`src/rtl/seg_scan_decoder.sv`:
```
// rtl/seg_scan_decoder.sv - seven-segment scan readback: settles each digit slot,
// decodes segments to hex and publishes complete 8-digit frames atomically.
module seg_scan_decoder #(
  parameter int SETTLE  = 4,
  parameter int TIMEOUT = 200000
) (
  input  logic        ck,
  input  logic        reset,
  input  logic [7:0]  an,
  input  logic [6:0]  seg,
  input  logic        dp,
  output logic [31:0] digits,
  output logic [7:0]  digit_ok,
  output logic [7:0]  dp_out,
  output logic        frame_done,
  output logic        scan_err,
  output logic        stale
);
  localparam int CW = $clog2(SETTLE + 1);
  localparam int TW = $clog2(TIMEOUT + 1);

  typedef enum logic [1:0] {S_IDLE, S_SETTLE, S_CAPTURE, S_WAIT} state_t;

  state_t          state, state_nx;
  logic [7:0]      an_s1, an_s2;
  logic [6:0]      seg_s1, seg_s2;
  logic            dp_s1, dp_s2;
  logic [CW-1:0]   cnt, cnt_nx;
  logic [2:0]      idx, idx_q, idx_nx;
  logic            legal, gap, ill, ill_q, cap, publish;
  logic [3:0]      dec_val;
  logic            dec_ok;
  logic [31:0]     shadow_val;
  logic [7:0]      shadow_ok, shadow_dp, seen, seen_nx;
  logic [TW-1:0]   tmo;

  always_comb begin
    gap   = &an_s2;
    legal = 1'b0;
    idx   = 3'd0;
    for (int i = 0; i < 8; i++) begin
      if (an_s2 == ~(8'h01 << i)) begin
        legal = 1'b1;
        idx   = 3'(i);
      end
    end
    ill = !gap && !legal;
  end

  always_comb begin
    dec_ok = 1'b1;
    case (seg_s2)
      7'b0000001: dec_val = 4'h0;
      7'b1001111: dec_val = 4'h1;
      7'b0010010: dec_val = 4'h2;
      7'b0000110: dec_val = 4'h3;
      7'b1001100: dec_val = 4'h4;
      7'b0100100: dec_val = 4'h5;
      7'b0100000: dec_val = 4'h6;
      7'b0001111: dec_val = 4'h7;
      7'b0000000: dec_val = 4'h8;
      7'b0000100: dec_val = 4'h9;
      7'b0001000: dec_val = 4'hA;
      7'b1100000: dec_val = 4'hB;
      7'b0110001: dec_val = 4'hC;
      7'b1000010: dec_val = 4'hD;
      7'b0110000: dec_val = 4'hE;
      7'b0111000: dec_val = 4'hF;
      default: begin
        dec_val = 4'h0;
        dec_ok  = 1'b0;
      end
    endcase
  end

  // cnt counts cycles the current index has been stable, the first cycle included
  always_comb begin
    state_nx = state;
    cnt_nx   = cnt;
    idx_nx   = idx_q;
    cap      = 1'b0;
    if (ill) begin
      state_nx = S_IDLE;
      cnt_nx   = '0;
    end else begin
      case (state)
        S_IDLE: begin
          cnt_nx = '0;
          if (legal) begin
            state_nx = S_SETTLE;
            idx_nx   = idx;
            cnt_nx   = CW'(1);
          end
        end
        S_SETTLE: begin
          if (gap) begin
            state_nx = S_IDLE;
            cnt_nx   = '0;
          end else if (idx != idx_q) begin
            idx_nx = idx;
            cnt_nx = CW'(1);
          end else if (cnt >= CW'(SETTLE - 1)) begin
            state_nx = S_CAPTURE;
          end else begin
            cnt_nx = cnt + 1'b1;
          end
        end
        S_CAPTURE: begin
          cap      = legal && (idx == idx_q);
          state_nx = S_WAIT;
        end
        default: begin
          if (gap) begin
            state_nx = S_IDLE;
            cnt_nx   = '0;
          end else if (idx != idx_q) begin
            state_nx = S_SETTLE;
            idx_nx   = idx;
            cnt_nx   = CW'(1);
          end
        end
      endcase
    end
  end

  // Publishing empties the mask before a same-cycle capture marks its digit
  always_comb begin
    publish = (seen == 8'hFF) && !ill;
    seen_nx = publish ? 8'h00 : seen;
    if (cap) seen_nx[idx_q] = 1'b1;
    if (ill) seen_nx = 8'h00;
  end

  always_ff @(posedge ck or negedge reset) begin
    if (!reset) begin
      state <= S_IDLE;
      cnt   <= '0;
      idx_q <= 3'd0;
    end else begin
      state <= state_nx;
      cnt   <= cnt_nx;
      idx_q <= idx_nx;
    end
  end

  always_ff @(posedge ck or negedge reset) begin
    if (!reset) begin
      an_s1 <= 8'hFF; an_s2 <= 8'hFF;
      seg_s1 <= '0;   seg_s2 <= '0;
      dp_s1 <= 1'b0;  dp_s2 <= 1'b0;
      ill_q      <= 1'b0;
      scan_err   <= 1'b0;
      frame_done <= 1'b0;
      digits     <= '0;
      digit_ok   <= '0;
      dp_out     <= '0;
      shadow_val <= '0;
      shadow_ok  <= '0;
      shadow_dp  <= '0;
      seen       <= '0;
      tmo        <= '0;
      stale      <= 1'b1;
    end else begin
      an_s1 <= an;   an_s2 <= an_s1;
      seg_s1 <= seg; seg_s2 <= seg_s1;
      dp_s1 <= dp;   dp_s2 <= dp_s1;
      ill_q      <= ill;
      scan_err   <= ill && !ill_q;
      frame_done <= publish;
      seen       <= seen_nx;
      if (publish) begin
        digits   <= shadow_val;
        digit_ok <= shadow_ok;
        dp_out   <= shadow_dp;
      end
      if (cap) begin
        shadow_val[{idx_q, 2'b00} +: 4] <= dec_val;
        shadow_ok[idx_q] <= dec_ok;
        shadow_dp[idx_q] <= ~dp_s2;
      end
      if (cap) tmo <= '0;
      else if (tmo != TW'(TIMEOUT)) tmo <= tmo + 1'b1;
      if (publish) stale <= 1'b0;
      else if (tmo == TW'(TIMEOUT)) stale <= 1'b1;
    end
  end
endmodule

```
`config.mk`:
```
export PLATFORM = sky130hd
export DESIGN_NAME = seg_scan_decoder
export DESIGN_NICKNAME = d
export VERILOG_FILES = /design/src/rtl/seg_scan_decoder.sv
export SDC_FILE = /design/constraint.sdc
export NUM_CORES = 1
export LEC_CHECK = 0
export ABC_CLOCK_PERIOD_IN_PS = 8100
export BUFFER_PORTS_ARGS = -buffer_cell sky130_fd_sc_hd__buf_2
export CAP_MARGIN = 20
export CELL_PAD_IN_SITES_DETAIL_PLACEMENT = 2
export CELL_PAD_IN_SITES_GLOBAL_PLACEMENT = 2
export CORE_MARGIN = 5
export CORE_UTILIZATION = 46
export CTS_BUF_LIST = sky130_fd_sc_hd__clkbuf_2
export DETAILED_ROUTE_END_ITERATION = 8
export MAX_ROUTING_LAYER = met4
export PLACE_DENSITY = 0.86
export SLEW_MARGIN = 40
export SYNTH_ARGS = -nofsm -noshare
export SYNTH_HDL_FRONTEND = slang
export SYNTH_SLANG_ARGS = --single-unit
```
`constraint.sdc`:
```
create_clock -name ck -period 8.1 [get_ports ck]
set_clock_uncertainty 0.15 [all_clocks]
set_input_delay 0 -clock ck [delete_from_list [all_inputs] [get_ports ck]]
set_output_delay 0 -clock ck [all_outputs]
set_load 0.02 [all_outputs]
```
==> results.yml, run 1 <==
detailed_routing:
  routedWlPerCell_um: 28.9
  vias_per_cell: 5.99
  drc: 0
  first_iter_violations: 298
  final_antenna_net_count: 0
  num_vias: 5143
  wl_mm: 24.8
  first_pass_iters: 7
cts:
  cts_buffers: 17
  numClockSinks: 166
  cts_hold_buf: 35
  htreeDepth: 4
  cts_tree: "done"
  cts-root-to-sink-buffers: 2
  path_clk_slew_ns: 0.31
  cts_root_buf: "clkbuf_2"
  post_cts.repair.setup_buffers: 0
  cts_resized: 0
  clk_latency_ns: 0.79
floorplanning:
  io_pins: 69
  dieWidth_um: 134
  core_area_sq_um: 15100
  rows: 45
  die_h_um: 134
  start_util_pct: 46.6
  fp.dieArea_sq_um: 17900
yosys:
  ys_async_sr_fraction_pct: 100
  ys_warn_count: 0
  synth_ff_type: "dfrtp_1"
  synth_seq_cells: 166
  synth_area_leader_cell: "dfrtp_1"
  avgSynthCellArea_sq_um: 12.8
  netlist_area_sq_um: 7050
  synthTopCellsByArea: "dfrtp_1 (53%), mux2_2 (13%), dfstp_2 (6.3%), nor2_1 (2.1%), xor2_1 (1.9%)"
  synth-edff-count: 0
  synth.top_cell.area_share_pct: 52.9
  synth_nets: 577
  yosysMostFrequentCell: "dfrtp_1"
  yosys-top-cells-count: "dfrtp_1 (149), mux2_2 (80), nor2_1 (39)"
  netlist_instances: 553
  ys_types: 61
  ys_seq_area_share_pct: 59.2
layout:
  utilization_pct: 54.3
  drive_above_1_share_pct: 32.9
  fin_nets: 681
  num-fill-cells: 1419
  area_growth_pct: 16.7
run:
  max_cap_violations: 0
placed_design:
  hpwl_mm: 13.0
  port_buffers: 68
  gp_congestion: 0.809
critical_path:
  start_kind: "flip-flop"
  r2r_slack_ns: 4.56
  cp-end-kind: "flip-flop"
  cp.arrival_ns: 4.06
  r2r-end: "dp_out[1]$_DFFE_PN0P_"
  reg2reg_from: "an_s2[7]$_DFF_PN1_"
  cp_max_fo: 39
  worstPathRequired_ns: 8.62
  worstSetupPathType: "flip-flop to flip-flop"
  reg2reg_depth: 7
timing:
  rsz0062_at_grt: "no"
  min_period_over_period_pct: 43.7
  setup_viol: 0
  clock.fmax_mhz: 282
  worst_pin_slew_ns: 0.805
  hold_viol: 0
  slew_viol_final: 0
  finalCriticalPeriod_ns: 3.54
  max_slew_margin_pct: 46.2
  final.setup.tns_ns: 0
pwr:
  power.density_nw_per_um2: 183
  total_leakage_power_uw: 0.00397
  ir_drop_uv: 116
global_route:
  grt_start_max_net_pins: 85
  grt_pass1_vias: 5941
  grtUsageTotal_pct: 29.9
  grt_remaining_overflow: 0
  grt_pass1_wl_mm: 38.4
  antenna_found_initial: 1
hold_path:
  hold_class: "primary input to async pin"
outcome:
  status: "complete, no violations"
==> cell usage in the layout (no fill, tap or decap), types with 4 or more instances in the layout <==
cell           synthesis  layout
inv_1                 20      20
nor4_1                 4       4
clkbuf_2               0      17
nand4b_1               4       4
nor3_1                10      10
mux2i_1               12      12
inv_6                  0       7
nand2_1               31      31
xor2_1                15      15
nand3_1               17      17
o21ai_0                8       7
xnor2_1                9       9
and3_1                 4       4
dfstp_2               17      17
nand4_1               18      18
nor2b_1                4       4
ha_1                   6       6
buf_2                 10      67
dlygate4sd3_1          0      34
buf_4                  0       4
nor2_1                39      38
mux2_1                 7       7
mux2_2                80      80
dfrtp_1              149     149
a21oi_1               17      17
==> cell type report <==
| class | count | area (sq um) | share of cell area, % |
|---|---|---|---|
| Antenna cell | 2 | 5.00 | 0.0608 |
| Clock buffer | 17 | 85.1 | 1.03 |
| Clock inverter | 14 | 186 | 2.27 |
| Inverter | 21 | 78.8 | 0.958 |
| Multi-Input combinational cell | 343 | 2710 | 32.9 |
| Sequential cell | 166 | 4180 | 50.7 |
| Tap cell | 188 | 235 | 2.86 |
| Timing Repair Buffer | 108 | 758 | 9.21 |
==> state kept, by name, indices dropped and copies added (netlist names), 2 cells and up <==
register / cells
seg_s2: 7
idx_q: 3
state: 2
shadow_ok: 8
shadow_val: 32
dp_out: 8
an_s2: 8
seen: 8
cnt: 3
seg_s1: 7
shadow_dp: 8
digit_ok: 8
tmo: 18
digits: 32
an_s1: 8
==> worst max-delay path, stage by stage (launching register included) <==
cell and delay, ns:
dfstp_2 0.73, nand2_1 0.14, nor2_1 0.39, o2111ai_1 0.23, o211a_1 0.33, nor2_4 0.41, buf_4 0.54, mux2_2 0.43
==> how the worst max path moves through the flow <==
stage,slack [ns],end,cells after the start,from
global route,4.47,dp_out[2]$_DFFE_PN0P_,7,an_s2[7]$_DFF_PN1_
floorplan,5.50,shadow_ok[4]$_DFFE_PN0P_,8,an_s2[1]$_DFF_PN1_
finish,4.56,dp_out[1]$_DFFE_PN0P_,7,an_s2[7]$_DFF_PN1_
CTS,4.78,digits[17]$_DFFE_PN0P_,7,an_s2[7]$_DFF_PN1_
detailed placement,4.91,digit_ok[5]$_DFFE_PN0P_,7,an_s2[5]$_DFF_PN1_
global placement,5.10,digit_ok[0]$_DFFE_PN0P_,7,an_s2[5]$_DFF_PN1_
==> per-layer routing <==
metal | up-vias | global-route usage, % | wire length (um)
li1 | 2175 | - | -
met1 | 2725 | 33.8 | 9570
met2 | 176 | 51.5 | 13300
met4 | 0 | 14.3 | 1110
met3 | 67 | 5.18 | 843
met5 | - | - | 0
==> stage by stage <==
step / hold WS [ns] / std cells / total power [uW] / setup slack [ns] / area, sq um
2_1_floorplan: -0.446 / 553 / 915 / 5.50 / 7050
6_report: 0.166 / 859 / 1500 / 4.56 / 8230
4_1_cts: 0.160 / 857 / 1480 / 4.78 / 8220
3_3_place_gp: -0.0802 / 791 / 949 / 5.10 / 7570
3_5_place_dp: -0.0549 / 791 / 958 / 4.91 / 7580
5_1_grt: 0.142 / 858 / 1560 / 4.47 / 8230
==> power breakdown <==
| group | total, uW | switching (uW) | internal [uW] | leakage [uW] |
|---|---|---|---|---|
| combinational | 105 | 68.8 | 35.7 | 0.00161 |
| sequential | 867 | 21.7 | 845 | 0.00220 |
| clock | 533 | 352 | 181 | 0.000155 |
==> logic make-up (layout without fill, tap and decap cells) <==
| group | after synthesis | after routing | share of synthesized area [%] |
|---|---|---|---|
| fa+ha+maj | 6 | 6 | 1.06 |
| other cells | 0 | 2 | 0 |
| flops | 166 | 166 | 59.2 |
| xor+xnor | 27 | 27 | 3.67 |
| compound gates | 56 | 56 | 5.25 |
| buf+inv | 44 | 160 | 2.84 |
| mux | 99 | 99 | 15.6 |
| simple gates | 155 | 155 | 12.4 |
Power figures use the tool's default switching activity.
==> run 2, diff against run 1 <==
ABC_AREA = 1   (was default)
ABC_CLOCK_PERIOD_IN_PS = 3400   (was 8100)
CORE_UTILIZATION = 37   (was 46)
PLACE_DENSITY = 0.8   (was 0.86)
clock period = 3.4 ns   (was 8.1 ns; I/O delays follow)
==> run 2 against run 1 <==
Register-to-register slack worse by 3.9 ns. Core utilization is 10 points lower. Global-route usage is 9.6 points lower. Cell area is 5.3% higher. Total power is 110% higher. Count of clock-buffer cells in the layout is 1 higher. Synthesized cell count is 61% higher. Flip-flop and latch count stayed put. Combinational power is 37% higher. Area after synthesis is 5.1% higher. Worst hold slack better by 0.030 ns. Sequential share of layout area is 2.5 points lower.
==> results.yml, run 2 <==
global_route:
  antenna_found_initial: 1
  use_met2_pct: 35.3
  grt_pass1_wl_mm: 35.8
  grtUsageTotal_pct: 20.3
  busiest_layer: "met2"
  grtUsageMet1_pct: 25.4
  grt_start_max_net_pins: 74
  grt_pass1_vias: 6985
  grt_remaining_overflow: 0
  use_met3_pct: 3.33
floorplanning:
  fp.dieArea_sq_um: 23000
  rows: 51
  io_pins: 69
  core_area_sq_um: 19600
  start_util_pct: 37.8
  die_h_um: 152
  dieWidth_um: 152
timing:
  max_slew_margin_pct: 56.9
  final.setup.tns_ns: 0
  slew_viol_final: 0
  min_period_over_period_pct: 80.3
  worst_pin_slew_ns: 0.641
  rsz0062_at_grt: "no"
  setup_viol: 0
  clock.fmax_mhz: 366
  finalCriticalPeriod_ns: 2.73
  hold_viol: 0
yosys:
  ys_async_sr_fraction_pct: 100
  synth.top_cell.area_share_pct: 50.3
  yosys-top-cells-count: "nand2_1 (299), dfrtp_1 (149), inv_1 (88)"
  ys_seq_area_share_pct: 56.3
  synth_nets: 917
  synth_ff_type: "dfrtp_1"
  netlist_instances: 893
  netlist_area_sq_um: 7410
  avgSynthCellArea_sq_um: 8.30
  yosysMostFrequentCell: "nand2_1"
  ys_types: 31
  synth_area_leader_cell: "dfrtp_1"
  ys_warn_count: 0
  synth_seq_cells: 166
  synthTopCellsByArea: "dfrtp_1 (50%), nand2_1 (15%), dfstp_2 (6.0%), nand3_1 (4.9%), inv_1 (4.5%)"
  synth-edff-count: 0
cts:
  path_clk_slew_ns: 0.25
  cts_root_buf: "clkbuf_2"
  cts-root-to-sink-buffers: 2
  cts_buffers: 17
  clk_latency_ns: 0.75
  cts_tree: "done"
  post_cts.repair.setup_buffers: 0
  cts_resized: 0
  htreeDepth: 4
  numClockSinks: 166
pwr:
  power.density_nw_per_um2: 370
  p_sw_uw: 873
  total_leakage_power_uw: 0.00458
  ir_drop_uv: 187
  power.internal_uw: 2330
  p_clk_share_pct: 32.5
  seqPwrFrac_pct: 63.0
  p_comb_share_pct: 4.5
  switching_share_pct: 27.2
layout:
  layout.cells.most_common_list: "nand2_1 (299), dfrtp_1 (149), inv_1 (88)"
  top_regs: "digits: 32 flops, shadow_val: 32 flops, tmo: 18 flops"
  fin_nets: 1027
  finalNonFillerCells: 1282
  area_growth_pct: 16.9
  drive_above_1_share_pct: 15.5
  final_common_cell: "nand2_1"
critical_path:
  start_kind: "flip-flop"
  worstSetupPathType: "flip-flop to flip-flop"
  worstPathRequired_ns: 3.93
  cpPeakStageDelay_ns: 0.67
  cp.arrival_ns: 3.26
  crit_slowest_cell: "dfrtp_1"
  cp-end-kind: "flip-flop"
  path_cells: "inv_1 > ha_1 > clkinv_1 > nor2_1 > nand3_1 > o21ai_0 > nand2_1"
  cp_max_fo: 10
detailed_routing:
  drc: 0
  num_vias: 6315
  vias_per_cell: 4.93
  first_pass_iters: 4
  final_antenna_net_count: 0
  routedWlPerCell_um: 16.6
  first_iter_violations: 287
  wl_mm: 21.3
placed_design:
  gp_congestion: 0.837
  hpwl_mm: 14.9
  port_buffers: 68
  placed_cells: 1214
hold_path:
  hold_class: "primary input to async pin"
run:
  max_cap_violations: 0
outcome:
  status: "complete, no violations"
==> run 2: final cells by class <==
class,instances,area (sq um)
fill,2307,10900
sequential,166,4180
inverter,97,364
tap,265,332
multi-input combinational,609,2770
clock inverter,14,126
clock buffer,18,90.1
timing repair buffer,112,807
antenna,1,2.50
==> run 2: what timing repair did <==
item	CTS	global route
endpoints found under the setup margin	0	0
hold endpoints to repair	182	0
hold buffers	35	0
==> run 2: worst paths after layout <==
| path | from | to | slack [ns] | cells after the start |
|---|---|---|---|---|
| max in group asynchronous | reset | shadow_dp[3]$_DFFE_PN0P_ | 2.50 | 4 |
| max | idx_q[0]$_DFFE_PN0P_ | shadow_val[26]$_DFFE_PN0P_ | 0.67 | 7 |
| max reg2reg | idx_q[0]$_DFFE_PN0P_ | shadow_val[26]$_DFFE_PN0P_ | 0.67 | 7 |
| min in group ck | an_s1[3]$_DFF_PN1_ | an_s2[3]$_DFF_PN1_ | 0.22 | 0 |
| min reg2reg | an_s1[3]$_DFF_PN1_ | an_s2[3]$_DFF_PN1_ | 0.22 | 0 |
| min | reset | an_s2[1]$_DFF_PN1_ | 0.20 | 3 |
==> run 2: kinds of logic after synthesis <==
logic type	synth area share, %
compound gates	5.77
xor+xnor	0.591
fa+ha+maj	1.01
buf+inv	6.36
flops	56.3
simple gates	29.9
==> run 2: power groups by stage <==
stage | Combinational (uW) | Sequential, uW | Clock, uW
floorplan | 39.7 | 2050 | 0
global placement | 108 | 2050 | 0
detailed placement | 113 | 2050 | 0
CTS | 147 | 2020 | 1090
global route | 163 | 2030 | 1160
finish | 144 | 2020 | 1040
==> run 2: worst max-delay path, delay by kind of cell (launching register included) <==
kind / cells / cell delay [ns]
flip-flops: 1 / 0.67
AND/OR/NAND/NOR: 3 / 0.75
AO/OA/AOI/OAI: 1 / 0.23
buffers and inverters: 2 / 0.40
adder cells (fa/ha/maj): 1 / 0.45
==> run 2: stage by stage <==
| step | setup WS (ns) | area [sq um] | hold slack, ns | utilization, % | power, uW |
|---|---|---|---|---|---|
| 6_report | 0.669 | 8660 | 0.196 | 44.2 | 3210 |
| 5_1_grt | 0.438 | 8660 | 0.152 | 44.2 | 3350 |
| 4_1_cts | 0.680 | 8660 | 0.122 | 44.2 | 3260 |
| 3_5_place_dp | 0.728 | 8080 | -0.0437 | 41.2 | 2170 |
| 3_3_place_gp | 0.774 | 8080 | -0.0453 | 41.2 | 2160 |
| 2_1_floorplan | 0.935 | 7410 | -0.446 | - | 2090 |
==> run 2: metal layers <==
| layer | routed length [um] | up-vias |
|---|---|---|
| li1 | - | 3042 |
| met1 | 9560 | 3194 |
| met5 | 0 | - |
| met4 | 196 | 0 |
| met3 | 494 | 16 |
| met2 | 11000 | 63 |
==> run 3, diff against run 2 <==
ABC_CLOCK_PERIOD_IN_PS = 2200   (was 3400)
CORE_UTILIZATION = 33   (was 37)
PLACE_DENSITY = 0.75   (was 0.8)
clock period = 2.2 ns   (was 3.4 ns; I/O delays follow)
==> run 3 against run 2 <==
The flow now finishes with violations (setup timing). Flip-flop and latch count did not move. Worst hold slack got worse by 0.049 ns. Sequential power rose by 54%. Register-to-register slack got worse by 0.90 ns. Core utilization fell by 0.45 points. Critical path depth rose by 6. First-iteration DRC count fell by 9.8%. Non-clock buffer count rose by 67. Wire length rose by 8.7%. Setup slack got worse by 0.90 ns.
==> results.yml, run 3 (same netlist as run 2, synthesis figures left out) <==
cts:
  clk_latency_ns: 0.74
  numClockSinks: 166
  cts_tree: "done"
  cts-root-to-sink-buffers: 2
  htreeDepth: 4
  cts_buffers: 17
  path_clk_slew_ns: 0.25
  cts_root_buf: "clkbuf_2"
timing:
  hold_viol: 0
  clock.fmax_mhz: 411
  setup_ws_ns: -0.232
  worst_pin_slew_ns: 0.475
  finalCriticalPeriod_ns: 2.43
  slew_viol_final: 0
  max_slew_margin_pct: 68.2
  rsz0062_at_grt: "yes"
  min_period_over_period_pct: 111
  setup_viol: 98
placed_design:
  placed_cells: 1279
  hpwl_mm: 15.6
  port_buffers: 68
  placed_area_sq_um: 8560
  gp_congestion: 0.837
detailed_routing:
  routedWlPerCell_um: 17.0
  vias_per_cell: 4.87
  final_antenna_net_count: 0
  drc: 0
  first_pass_iters: 4
  first_iter_violations: 259
  wl_mm: 23.1
  num_vias: 6642
floorplanning:
  core_area_sq_um: 22000
  io_pins: 69
  rows: 54
  die_h_um: 160
  fp.dieArea_sq_um: 25600
  dieWidth_um: 160
  start_util_pct: 33.8
global_route:
  grt_pass1_vias: 7576
  grt_remaining_overflow: 0
  grtUsageTotal_pct: 18.9
  grt_start_max_net_pins: 55
  grt_pass1_wl_mm: 38.5
  antenna_found_initial: 1
layout:
  num-fill-cells: 2471
  final_common_cell: "nand2_1"
  design_area_sq_um: 9610
  layout.cells.most_common_list: "nand2_1 (279), dfrtp_1 (149), inv_1 (83)"
  drive_above_1_share_pct: 25.9
  top_regs: "digits: 32 flops, shadow_val: 32 flops, tmo: 18 flops"
  finalNonFillerCells: 1364
  fin_nets: 1094
  area_growth_pct: 29.7
pwr:
  total_leakage_power_uw: 0.00502
  power.density_nw_per_um2: 505
  ir_drop_uv: 250
critical_path:
  path_cells: "nand2_1 > nor2_1 > nand2_2 > nand2_4 > nor2_4 > nand2_2 > nand2_4 > nor2_8 > buf_6 > nand4_4 > nor2_4 > nand2_1 > o21ai_0"
  critPathBufInv: 1
  worstSetupPathType: "flip-flop to flip-flop"
  cp-end-kind: "flip-flop"
  cp_max_fo: 8
  worstPathRequired_ns: 2.70
  crit_slowest_cell: "dfstp_2"
  start_kind: "flip-flop"
  cpPeakStageDelay_ns: 0.60
  crit_family: "simple AND/OR/NAND/NOR gates"
  cp.arrival_ns: 2.93
hold_path:
  hold_class: "primary input to async pin"
run:
  max_cap_violations: 0
outcome:
  failed_checks: "setup timing"
  status: "finished with violations"
==> run 3: cell types whose count changed in the layout (fill, tap and decap cells not counted), sizes merged <==
cell      previous run  this run
clkinvlp             5         4
bufinv               1         0
inv                 99       100
buf                 78       145
clkinv               6         7
==> run 3: final cells by class <==
class | instances | area (sq um) | share of cell area (%)
multi-input cells | 609 | 3060 | 31.8
clock buffers | 18 | 90.1 | 0.937
clock inverters | 14 | 100 | 1.04
repair buffers | 179 | 1450 | 15.1
flip-flops and latches | 166 | 4180 | 43.4
diodes | 1 | 2.50 | 0.0260
inverters | 97 | 379 | 3.94
well taps | 280 | 350 | 3.64
==> run 3: worst min-delay path, stage by stage <==
cell and delay, ns:
dlygate4sd3_1 0.52, dlygate4sd3_1 0.56, buf_6 0.13, buf_16 0.26
==> run 3: layer usage <==
| metal | GRT usage, % | vias up | share of wire [%] |
|---|---|---|---|
| met4 | 3.60 | 0 | 1.3 |
| met3 | 3.09 | 22 | 2.0 |
| li1 | - | 3177 | - |
| met2 | 34.5 | 76 | 53 |
| met1 | 22.2 | 3367 | 43 |
| met5 | - | - | 0 |
==> run 3: stage by stage <==
step	power, uW	TNS, ns	utilization, %	setup WS [ns]	hold WS [ns]
6_report	4860	-10.70	43.8	-0.232	0.148
3_5_place_dp	3380	-5.09	39.0	-0.147	-0.138
3_3_place_gp	3370	-0.0774	39.0	-0.0293	-0.137
2_1_floorplan	3230	0	-	0.0315	-0.446
4_1_cts	4940	-4.09	42.6	-0.113	0.0936
5_1_grt	5120	-30.07	43.8	-0.409	0.112
==> run 3: worst paths after layout <==
check / to / depth (start not counted) / startpoint / slack, ns
setup / recovery: shadow_val[17]$_DFFE_PN0P_ / 13 / an_s2[5]$_DFF_PN1_ / -0.23
max in group asynchronous: stale$_DFFE_PN1P_ / 5 / reset / 1.15
hold reg to reg: an_s2[6]$_DFF_PN1_ / 0 / an_s1[6]$_DFF_PN1_ / 0.22
hold / removal: digit_ok[6]$_DFFE_PN0P_ / 4 / reset / 0.15
setup reg to reg: shadow_val[17]$_DFFE_PN0P_ / 13 / an_s2[5]$_DFF_PN1_ / -0.23
min in group ck: an_s2[6]$_DFF_PN1_ / 0 / an_s1[6]$_DFF_PN1_ / 0.22
==> run 3: repair_timing <==
| action | 4_1_cts | 5_1_grt |
|---|---|---|
| gates resized for setup | 45 | 62 |
| buffers inserted | 7 | 10 |
| endpoints found under the setup margin | 121 | 132 |
| gates cloned | 1 | 0 |
| pin swaps | 4 | 14 |
| endpoints found under the hold margin | 182 | 0 |
| hold buffers | 35 | 0 |
==> run 3: report_power, final <==
part | total [uW] | switching [uW] | internal (uW)
clock | 1460 | 1150 | 306
sequential | 3120 | 19.7 | 3100
combinational | 276 | 162 | 114
